## config.mk

```make
export PLATFORM = sky130hd
export DESIGN_NAME = cursor_ctrl
export DESIGN_NICKNAME = d
export VERILOG_FILES = /design/src/rtl/cursor_pkg.sv /design/src/rtl/cursor_clamp.sv /design/src/rtl/cursor_ctrl.sv
export SDC_FILE = /design/constraint.sdc
export NUM_CORES = 1
export LEC_CHECK = 0
export CORE_MARGIN = 3
export CORE_UTILIZATION = 45
export CTS_CLUSTER_SIZE = 16
export DETAILED_ROUTE_END_ITERATION = 10
export HOLD_SLACK_MARGIN = 0.06
export PLACE_DENSITY = 0.81
export SLEW_MARGIN = 10
export SYNTH_ARGS = -nofsm -noshare
export SYNTH_HDL_FRONTEND = slang
export SYNTH_SLANG_ARGS = --single-unit
```

## constraint.sdc

```tcl
create_clock -name clk -period 7.9 [get_ports clk]
set_input_delay 0.79 -clock clk [delete_from_list [all_inputs] [get_ports clk]]
set_output_delay 0.79 -clock clk [all_outputs]
set_load 0.02 [all_outputs]
```

## src/rtl/cursor_pkg.sv

```systemverilog
`default_nettype none
// ============================================================================
// Module      : cursor_pkg
// Description : Shared constants for the cursor overlay controller: commit
//               FSM state encoding, overlay register offsets and the address
//               bit that separates sprite RAM from the register space.
// Revision    : 1.0 - initial release
// ============================================================================
package cursor_pkg;

    typedef logic [1:0] state_t;

    // Commit sequencer states
    localparam state_t c_ST_IDLE   = 2'd0;
    localparam state_t c_ST_WR_X   = 2'd1;
    localparam state_t c_ST_WR_Y   = 2'd2;
    localparam state_t c_ST_WR_BYP = 2'd3;

    // Overlay / CPU register offsets (addr[1:0] inside the register space)
    localparam logic [1:0] REG_BYPASS = 2'b00;
    localparam logic [1:0] REG_X0     = 2'b01;
    localparam logic [1:0] REG_Y0     = 2'b10;
    localparam logic [1:0] REG_AUTO   = 2'b11;

    // addr[13] = 1 selects registers, 0 selects sprite RAM
    localparam int REG_SPACE_BIT = 13;

    // Full overlay address of a register offset
    function automatic logic [13:0] reg_addr(input logic [1:0] off);
        return {1'b1, 11'd0, off};
    endfunction

endpackage
`default_nettype wire

```

## src/rtl/cursor_clamp.sv

```systemverilog
`default_nettype none
// ============================================================================
// Module      : cursor_clamp
// Description : Combinational signed 12-bit add of a base coordinate and a
//               delta, clamped to [0, LIMIT].
// Ports       : i_base  - current (or directly written) coordinate, unsigned
//               i_delta - signed delta (0 for direct writes)
//               o_pos   - clamped result
// Revision    : 1.0 - initial release
// ============================================================================
module cursor_clamp #(
    parameter int LIMIT = 608
) (
    input  logic        [10:0] i_base,
    input  logic signed [11:0] i_delta,
    output logic        [10:0] o_pos
);

    localparam logic signed [11:0] c_LIMIT = 12'(LIMIT);

    logic signed [11:0] w_sum;

    // Base is at most 2047 only when delta is zero, so 12 bits never overflow
    assign w_sum = $signed({1'b0, i_base}) + i_delta;

    always_comb begin
        if (w_sum < 12'sd0) begin
            o_pos = 11'd0;
        end else if (w_sum > c_LIMIT) begin
            o_pos = c_LIMIT[10:0];
        end else begin
            o_pos = w_sum[10:0];
        end
    end

endmodule
`default_nettype wire

```

## src/rtl/cursor_ctrl.sv

```systemverilog
`default_nettype none
// ============================================================================
// Module      : cursor_ctrl
// Description : Frame-synchronous cursor sprite controller. Accumulates
//               pointer deltas with edge clamping, auto-hides after an idle
//               period, passes CPU sprite-RAM writes through, and commits
//               x0/y0/bypass to the overlay only after a frame tick.
// Ports       : clk, reset (async, active-high)
//               i_frame_tick          - start-of-vblank pulse
//               i_cpu_*, o_cpu_ready  - CPU slot (writes only)
//               i_pos_*, o_pos_ready  - movement delta stream
//               o_ovl_*               - registered overlay slot master
// Revision    : 1.0 - initial release
// ============================================================================
module cursor_ctrl #(
    parameter int H_ACTIVE    = 640,
    parameter int V_ACTIVE    = 480,
    parameter int CUR_W       = 32,
    parameter int CUR_H       = 32,
    parameter int IDLE_FRAMES = 120
) (
    input  logic        clk,
    input  logic        reset,
    input  logic        i_frame_tick,
    input  logic        i_cpu_cs,
    input  logic        i_cpu_write,
    input  logic [13:0] i_cpu_addr,
    input  logic [31:0] i_cpu_wr_data,
    output logic        o_cpu_ready,
    input  logic        i_pos_valid,
    output logic        o_pos_ready,
    input  logic [8:0]  i_pos_dx,
    input  logic [8:0]  i_pos_dy,
    output logic        o_ovl_cs,
    output logic        o_ovl_write,
    output logic [13:0] o_ovl_addr,
    output logic [31:0] o_ovl_wr_data
);
    import cursor_pkg::*;

    localparam logic [7:0] c_IDLE_MAX = 8'(IDLE_FRAMES);

    state_t      r_state;
    logic [10:0] r_cur_x, r_cur_y, r_snap_y;
    logic        r_sw_hide, r_auto_en, r_snap_hide;
    logic [7:0]  r_idle_cnt;
    logic        r_pending, r_dirty;

    logic        w_hide_eff, w_commit_req, w_ready;
    logic        w_cpu_acc, w_cpu_reg, w_cpu_ram, w_cpu_x, w_cpu_y, w_cpu_pos;
    logic        w_pos_acc, w_moved, w_change, w_pend_clr;
    logic        w_sw_hide_nxt, w_auto_en_nxt, w_hide_nxt;
    logic [7:0]  w_idle_nxt;
    logic signed [11:0] w_dx_ext, w_dy_ext, w_x_delta, w_y_delta;
    logic [10:0] w_x_base, w_y_base, w_x_new, w_y_new;

    assign w_hide_eff   = r_sw_hide | (r_auto_en & (r_idle_cnt == c_IDLE_MAX));
    assign w_commit_req = r_pending & r_dirty;
    assign w_ready      = (r_state == c_ST_IDLE) & ~w_commit_req;

    assign w_cpu_acc = i_cpu_cs & i_cpu_write & w_ready;
    assign w_cpu_reg = w_cpu_acc & i_cpu_addr[REG_SPACE_BIT];
    assign w_cpu_ram = w_cpu_acc & ~i_cpu_addr[REG_SPACE_BIT];
    assign w_cpu_x   = w_cpu_reg & (i_cpu_addr[1:0] == REG_X0);
    assign w_cpu_y   = w_cpu_reg & (i_cpu_addr[1:0] == REG_Y0);
    assign w_cpu_pos = w_cpu_x | w_cpu_y;

    // A CPU position write takes priority over a delta in the same cycle
    assign o_cpu_ready = w_ready;
    assign o_pos_ready = w_ready & ~w_cpu_pos;
    assign w_pos_acc   = i_pos_valid & o_pos_ready;
    assign w_moved     = w_pos_acc & ((|i_pos_dx) | (|i_pos_dy));

    assign w_dx_ext  = {{3{i_pos_dx[8]}}, i_pos_dx};
    assign w_dy_ext  = {{3{i_pos_dy[8]}}, i_pos_dy};
    // Direct writes reuse the clamp with a zero delta
    assign w_x_base  = w_cpu_x ? i_cpu_wr_data[10:0] : r_cur_x;
    assign w_y_base  = w_cpu_y ? i_cpu_wr_data[10:0] : r_cur_y;
    assign w_x_delta = w_cpu_x ? 12'sd0 : w_dx_ext;
    assign w_y_delta = w_cpu_y ? 12'sd0 : w_dy_ext;

    cursor_clamp #(.LIMIT(H_ACTIVE - CUR_W)) u_clamp_x (
        .i_base (w_x_base),
        .i_delta(w_x_delta),
        .o_pos  (w_x_new)
    );

    cursor_clamp #(.LIMIT(V_ACTIVE - CUR_H)) u_clamp_y (
        .i_base (w_y_base),
        .i_delta(w_y_delta),
        .o_pos  (w_y_new)
    );

    // Next values of the hide inputs, so a hide change is flagged dirty in
    // the same edge that creates it (the auto-hide tick also sets pending).
    always_comb begin
        w_sw_hide_nxt = r_sw_hide;
        w_auto_en_nxt = r_auto_en;
        w_idle_nxt    = r_idle_cnt;
        if (w_cpu_reg && (i_cpu_addr[1:0] == REG_BYPASS)) begin
            w_sw_hide_nxt = i_cpu_wr_data[0];
        end
        if (w_cpu_reg && (i_cpu_addr[1:0] == REG_AUTO)) begin
            w_auto_en_nxt = i_cpu_wr_data[0];
        end
        if (w_cpu_pos || w_moved) begin
            w_idle_nxt = 8'd0;
        end else if (i_frame_tick && (r_idle_cnt != c_IDLE_MAX)) begin
            w_idle_nxt = r_idle_cnt + 8'd1;
        end
        w_hide_nxt = w_sw_hide_nxt | (w_auto_en_nxt & (w_idle_nxt == c_IDLE_MAX));
    end

    assign w_change   = w_cpu_pos | w_pos_acc | (w_hide_nxt != w_hide_eff);
    assign w_pend_clr = ((r_state == c_ST_IDLE) & r_pending & ~r_dirty) |
                        (r_state == c_ST_WR_BYP);

    always_ff @(posedge clk or posedge reset) begin
        if (reset) begin
            r_state       <= c_ST_IDLE;
            r_cur_x       <= 11'd0;
            r_cur_y       <= 11'd0;
            r_snap_y      <= 11'd0;
            r_snap_hide   <= 1'b0;
            r_sw_hide     <= 1'b0;
            r_auto_en     <= 1'b0;
            r_idle_cnt    <= 8'd0;
            r_pending     <= 1'b0;
            r_dirty       <= 1'b1;
            o_ovl_cs      <= 1'b0;
            o_ovl_write   <= 1'b0;
            o_ovl_addr    <= 14'd0;
            o_ovl_wr_data <= 32'd0;
        end else begin
            r_sw_hide  <= w_sw_hide_nxt;
            r_auto_en  <= w_auto_en_nxt;
            r_idle_cnt <= w_idle_nxt;
            if (w_cpu_x || w_pos_acc) begin
                r_cur_x <= w_x_new;
            end
            if (w_cpu_y || w_pos_acc) begin
                r_cur_y <= w_y_new;
            end
            // A tick is never lost: set has priority over clear
            r_pending <= i_frame_tick | (r_pending & ~w_pend_clr);
            r_dirty   <= r_dirty | w_change;

            o_ovl_cs      <= 1'b0;
            o_ovl_write   <= 1'b0;
            o_ovl_addr    <= 14'd0;
            o_ovl_wr_data <= 32'd0;

            case (r_state)
                c_ST_IDLE: begin
                    if (w_cpu_ram) begin
                        o_ovl_cs      <= 1'b1;
                        o_ovl_write   <= 1'b1;
                        o_ovl_addr    <= i_cpu_addr;
                        o_ovl_wr_data <= i_cpu_wr_data;
                    end else if (w_commit_req) begin
                        // dirty now means "changed since this snapshot", so
                        // anything arriving during the commit survives it
                        r_state       <= c_ST_WR_X;
                        r_snap_y      <= r_cur_y;
                        r_snap_hide   <= w_hide_eff;
                        r_dirty       <= w_change;
                        o_ovl_cs      <= 1'b1;
                        o_ovl_write   <= 1'b1;
                        o_ovl_addr    <= reg_addr(REG_X0);
                        o_ovl_wr_data <= {21'd0, r_cur_x};
                    end
                end
                c_ST_WR_X: begin
                    r_state       <= c_ST_WR_Y;
                    o_ovl_cs      <= 1'b1;
                    o_ovl_write   <= 1'b1;
                    o_ovl_addr    <= reg_addr(REG_Y0);
                    o_ovl_wr_data <= {21'd0, r_snap_y};
                end
                c_ST_WR_Y: begin
                    r_state       <= c_ST_WR_BYP;
                    o_ovl_cs      <= 1'b1;
                    o_ovl_write   <= 1'b1;
                    o_ovl_addr    <= reg_addr(REG_BYPASS);
                    o_ovl_wr_data <= {31'd0, r_snap_hide};
                end
                default: begin
                    r_state <= c_ST_IDLE;
                end
            endcase
        end
    end

endmodule
`default_nettype wire

```

==> reports/metrics.csv <==
stage,metric,value,unit
clock_network,clk_latency,0.34,ns
finish,final_cells,862,
clock_network,cts_setup_buffers,0,
global_route,use_met3,5.063,%
sta,rsz0062_at_grt,no,
sta,fmax,0.2096,GHz
routing,drc,0,
setup_path,reg2reg_slack,3.13,ns
routing,ant_nets,0,
power,p_comb_share,47.6,%
logic_synthesis,synth_seq_cells,95,
routing,vias,4867,
finish,mostFrequentLayoutCells,"clkdlybuf4s50_1 (119), dfrtp_1 (94), nand2_1 (62)",
sta,slew_headroom,35.04,%
setup_path,r2r-start,r_state[0]$_DFFE_PP0P_,
finish,antenna_cells,0,
finish,final_nets,790,
place,place_congestion,0.9319,
setup_path,critPathKind,reg2reg,
power,peakVddDrop,0.0001264,V
floorplan,ios,120,
logic_synthesis,synth_xor_area_share,3.610,%
clock_network,numCtsBuffers,9,
floorplan,rows,40,
setup_path,cp.arrival,4.97,ns
logic_synthesis,synthAdderAreaFrac,7.220,%
logic_synthesis,synth-compound-area-share,16.82,%
logic_synthesis,muxShareOfSynthArea,5.179,%
logic_synthesis,synth_top_family_by_area,simple AND/OR/NAND/NOR gates,
global_route,use_met2,34.10,%
power,p_leak,3.208,nW
clock_network,htreeDepth,3,
setup_path,worstPathMaxFanout,20,
power,p_per_area,293.4,nW/um2
global_route,grtUsageTotal,21.27,%
place,io_buffers,119,
clock_network,cts.sinks,95,
global_route,grt_pass1_vias,4737,
logic_synthesis,yosys_warnings,0,
power,switchingPower,0.8506,mW
clock_network,clk_pin_slew,0.06,ns
sta,finalSetupViolations,0,
logic_synthesis,syn-num-nets,680,
power,pwr-share-seq,32.8,%
clock_network,cts_tree,built,
clock_network,hold_buffers,0,
global_route,use_met1,27.79,%
place,hpwlAfterDp,11.28,mm
setup_path,r2r-end,r_cur_x[7]$_DFFE_PP0P_,
sta,fin_crit_sh,60.38,%
floorplan,die-area,13770,um2
routing,dr.first_iter.drc_count,560,
finish,utilization,59.70,%
worst_hold_path,hp-start,r_snap_y[9]$_DFFE_PP0P_,
routing,drt_first_pass_iters,5,
global_route,grt.busiest_layer,met2,
logic_synthesis,async_flop_share,100.0,%
setup_path,max_stage_delay,0.49,ns
finish,n_fill_cell,976,
logic_synthesis,seq_area_frac_synth,42.62,%
logic_synthesis,ys.flop_type,dfrtp_1,
worst_hold_path,hold_class,reg2reg,
floorplan,die_h,117.4,um
clock_network,clock_path_buffers,2,
global_route,antenna_found_initial,0,
sta,final_max_slew_viol_count,0,
setup_path,crit_required,8.10,ns
worst_hold_path,min_to,r_snap_y[9]$_DFFE_PP0P_,
setup_path,cpMaxStageDelayCell,ha_1,
setup_path,path_cells,inv_1 -> ha_1 -> a21bo_2 -> nor3_2 -> buf_4 -> mux2_2 -> ha_1 -> a2111o_1 -> o21ai_1 -> o21ai_1 -> a2111oi_0 -> o32a_1 -> o31ai_1,
setup_path,r2r_cells,13,
routing,wl_per_cell,16.78,um
logic_synthesis,synth-simple-area-share,20.65,%
power,swShare,40.26,%
global_route,grt_max_degree,57,
sta,hold_violations,0,
routing,routed_wl,14.46,mm
logic_synthesis,postSynthCellCount,579,
finish,final_common_cell,clkdlybuf4s50_1,
sta,tightest_slew,0.9609,ns
sta,finalSetupTns,0,ns
flow_run,cap_violations,0,
worst_hold_path,holdPathStages,2,
power,intPower,1.262,mW
finish,drive_gt1_share,9.078,%
setup_path,cp_top_family,compound AO/OA/AOI/OAI gates,
global_route,overflow,0,
floorplan,core-area,12060,um2
place,dp_cells,846,
logic_synthesis,synth_cell_types,73,
floorplan,start_util,46.27,%
sta,fin_skew,0.004934,ns
logic_synthesis,avgSynthCellArea,9.638,um2
finish,syn2layout_area_growth,29.04,%
setup_path,critical_path_buf_inv_count,2,
sta,min_period,4.770,ns
power,clkPwrFrac,19.6,%
clock_network,ctsResizeCount,0,
outcome,outcome,"complete, no violations",
logic_synthesis,netlist_area,5580,um2
logic_synthesis,synth_edf_count,0,
setup_path,critPathLaunchType,flop,
clock_network,root_buffer,clkbuf_16,
floorplan,die_x,117.4,um
global_route,grt_pass1_wl,24.13,mm
setup_path,end_kind,flop,
routing,vias_per_cell,5.646,
==> flip-flops by register name, summed over array words and instances, names as in the netlist, 2 cells and up <==
name           flops
o_ovl_wr_data     32
r_state            2
r_snap_y          11
r_cur_x           11
r_cur_y           11
r_idle_cnt         8
o_ovl_addr        14
==> synth_stat cells (all sizes together) (3+ instances only) <==
cell type / count / area (um2)
mux2: 23 / 259.0
inv: 26 / 97.59
xor2: 10 / 87.58
xnor2: 13 / 113.9
a22o: 12 / 105.1
a2111oi: 3 / 26.28
o31ai: 8 / 60.06
a311oi: 3 / 43.80
nor2b: 17 / 106.4
nand2: 62 / 232.7
buf: 5 / 35.02
a22oi: 6 / 45.04
or2: 4 / 25.03
a211oi: 6 / 50.05
a31o: 3 / 26.28
and3: 3 / 23.77
and2: 37 / 231.5
nand3: 6 / 35.03
a222oi: 5 / 50.05
nand4: 5 / 31.28
o21ai: 27 / 135.1
a31oi: 4 / 25.02
nand2b: 7 / 43.79
o211ai: 4 / 30.03
a21o: 4 / 30.03
dfrtp: 94 / 2352
clkbuf: 20 / 85.08
a21oi: 23 / 118.9
o21a: 6 / 45.04
nor3: 5 / 25.02
nor4: 7 / 43.79
nor2: 53 / 201.5
mux2i: 3 / 30.03
ha: 29 / 362.9
==> metrics by stage <==
step / worst slack (ns) / power (mW) / cell area, um2 / hold slack, ns
floorplan: 3.576 / 1.395 / 5580 / 0.4447
global placement: 3.339 / 1.641 / 6917 / 0.4597
detailed placement: 3.143 / 1.683 / 6917 / 0.4667
CTS: 3.217 / 2.106 / 7201 / 0.4801
global route: 2.863 / 2.255 / 7201 / 0.4962
finish: 3.130 / 2.113 / 7201 / 0.4816
==> final cells by class <==
class | instances | area [um2] | area share (%)
Clock buffer | 13 | 240.2 | 3.336
Clock inverter | 3 | 43.79 | 0.6082
Inverter | 26 | 98.84 | 1.373
Multi-Input combinational cell | 433 | 3000 | 41.67
Sequential cell | 95 | 2379 | 33.03
Tap cell | 168 | 210.2 | 2.919
Timing Repair Buffer | 124 | 1229 | 17.06
==> worst register-to-register path, cell delays in order (launching register included) <==
cell	delay [ns]
dfrtp_1	0.43
inv_1	0.15
ha_1	0.49
a21bo_2	0.38
nor3_2	0.23
buf_4	0.30
mux2_2	0.38
ha_1	0.37
a2111o_1	0.44
o21ai_1	0.34
o21ai_1	0.20
a2111oi_0	0.45
o32a_1	0.39
o31ai_1	0.11
==> power by group through the flow <==
stage / registers [mW] / logic (mW) / clock network, mW
after detailed placement: 0.699 / 0.985 / 0
after CTS: 0.690 / 0.991 / 0.424
after global placement: 0.692 / 0.949 / 0
final: 0.693 / 1.01 / 0.415
after global routing: 0.707 / 1.10 / 0.446
after floorplan: 0.702 / 0.693 / 0
==> cells by family after synthesis <==
group / after synthesis
simple gates: 224
compound gates: 129
flops: 95
buf+inv: 51
fa+ha+maj: 31
mux: 26
xor+xnor: 23
==> worst max-delay path by stage <==
stage / endpoint / slack, ns / cells after the start / from
floorplan: r_cur_x[0]$_DFFE_PP0P_ / 3.58 / 18 / r_state[0]$_DFFE_PP0P_
global placement: r_cur_y[2]$_DFFE_PP0P_ / 3.34 / 14 / i_cpu_addr[1]
detailed placement: r_cur_x[7]$_DFFE_PP0P_ / 3.14 / 12 / i_cpu_addr[0]
CTS: r_cur_x[7]$_DFFE_PP0P_ / 3.22 / 13 / r_state[0]$_DFFE_PP0P_
global route: r_cur_x[7]$_DFFE_PP0P_ / 2.86 / 13 / r_state[0]$_DFFE_PP0P_
finish: r_cur_x[7]$_DFFE_PP0P_ / 3.13 / 13 / r_state[0]$_DFFE_PP0P_
==> routing by layer <==
layer / routed length (um) / vias to the layer above
met4: 538 / 0
met2: 6502 / 273
li1: - / 2265
met5: 0 / -
met1: 6243 / 2286
met3: 1180 / 43
Note: power is estimated with default switching activity, not from simulation.
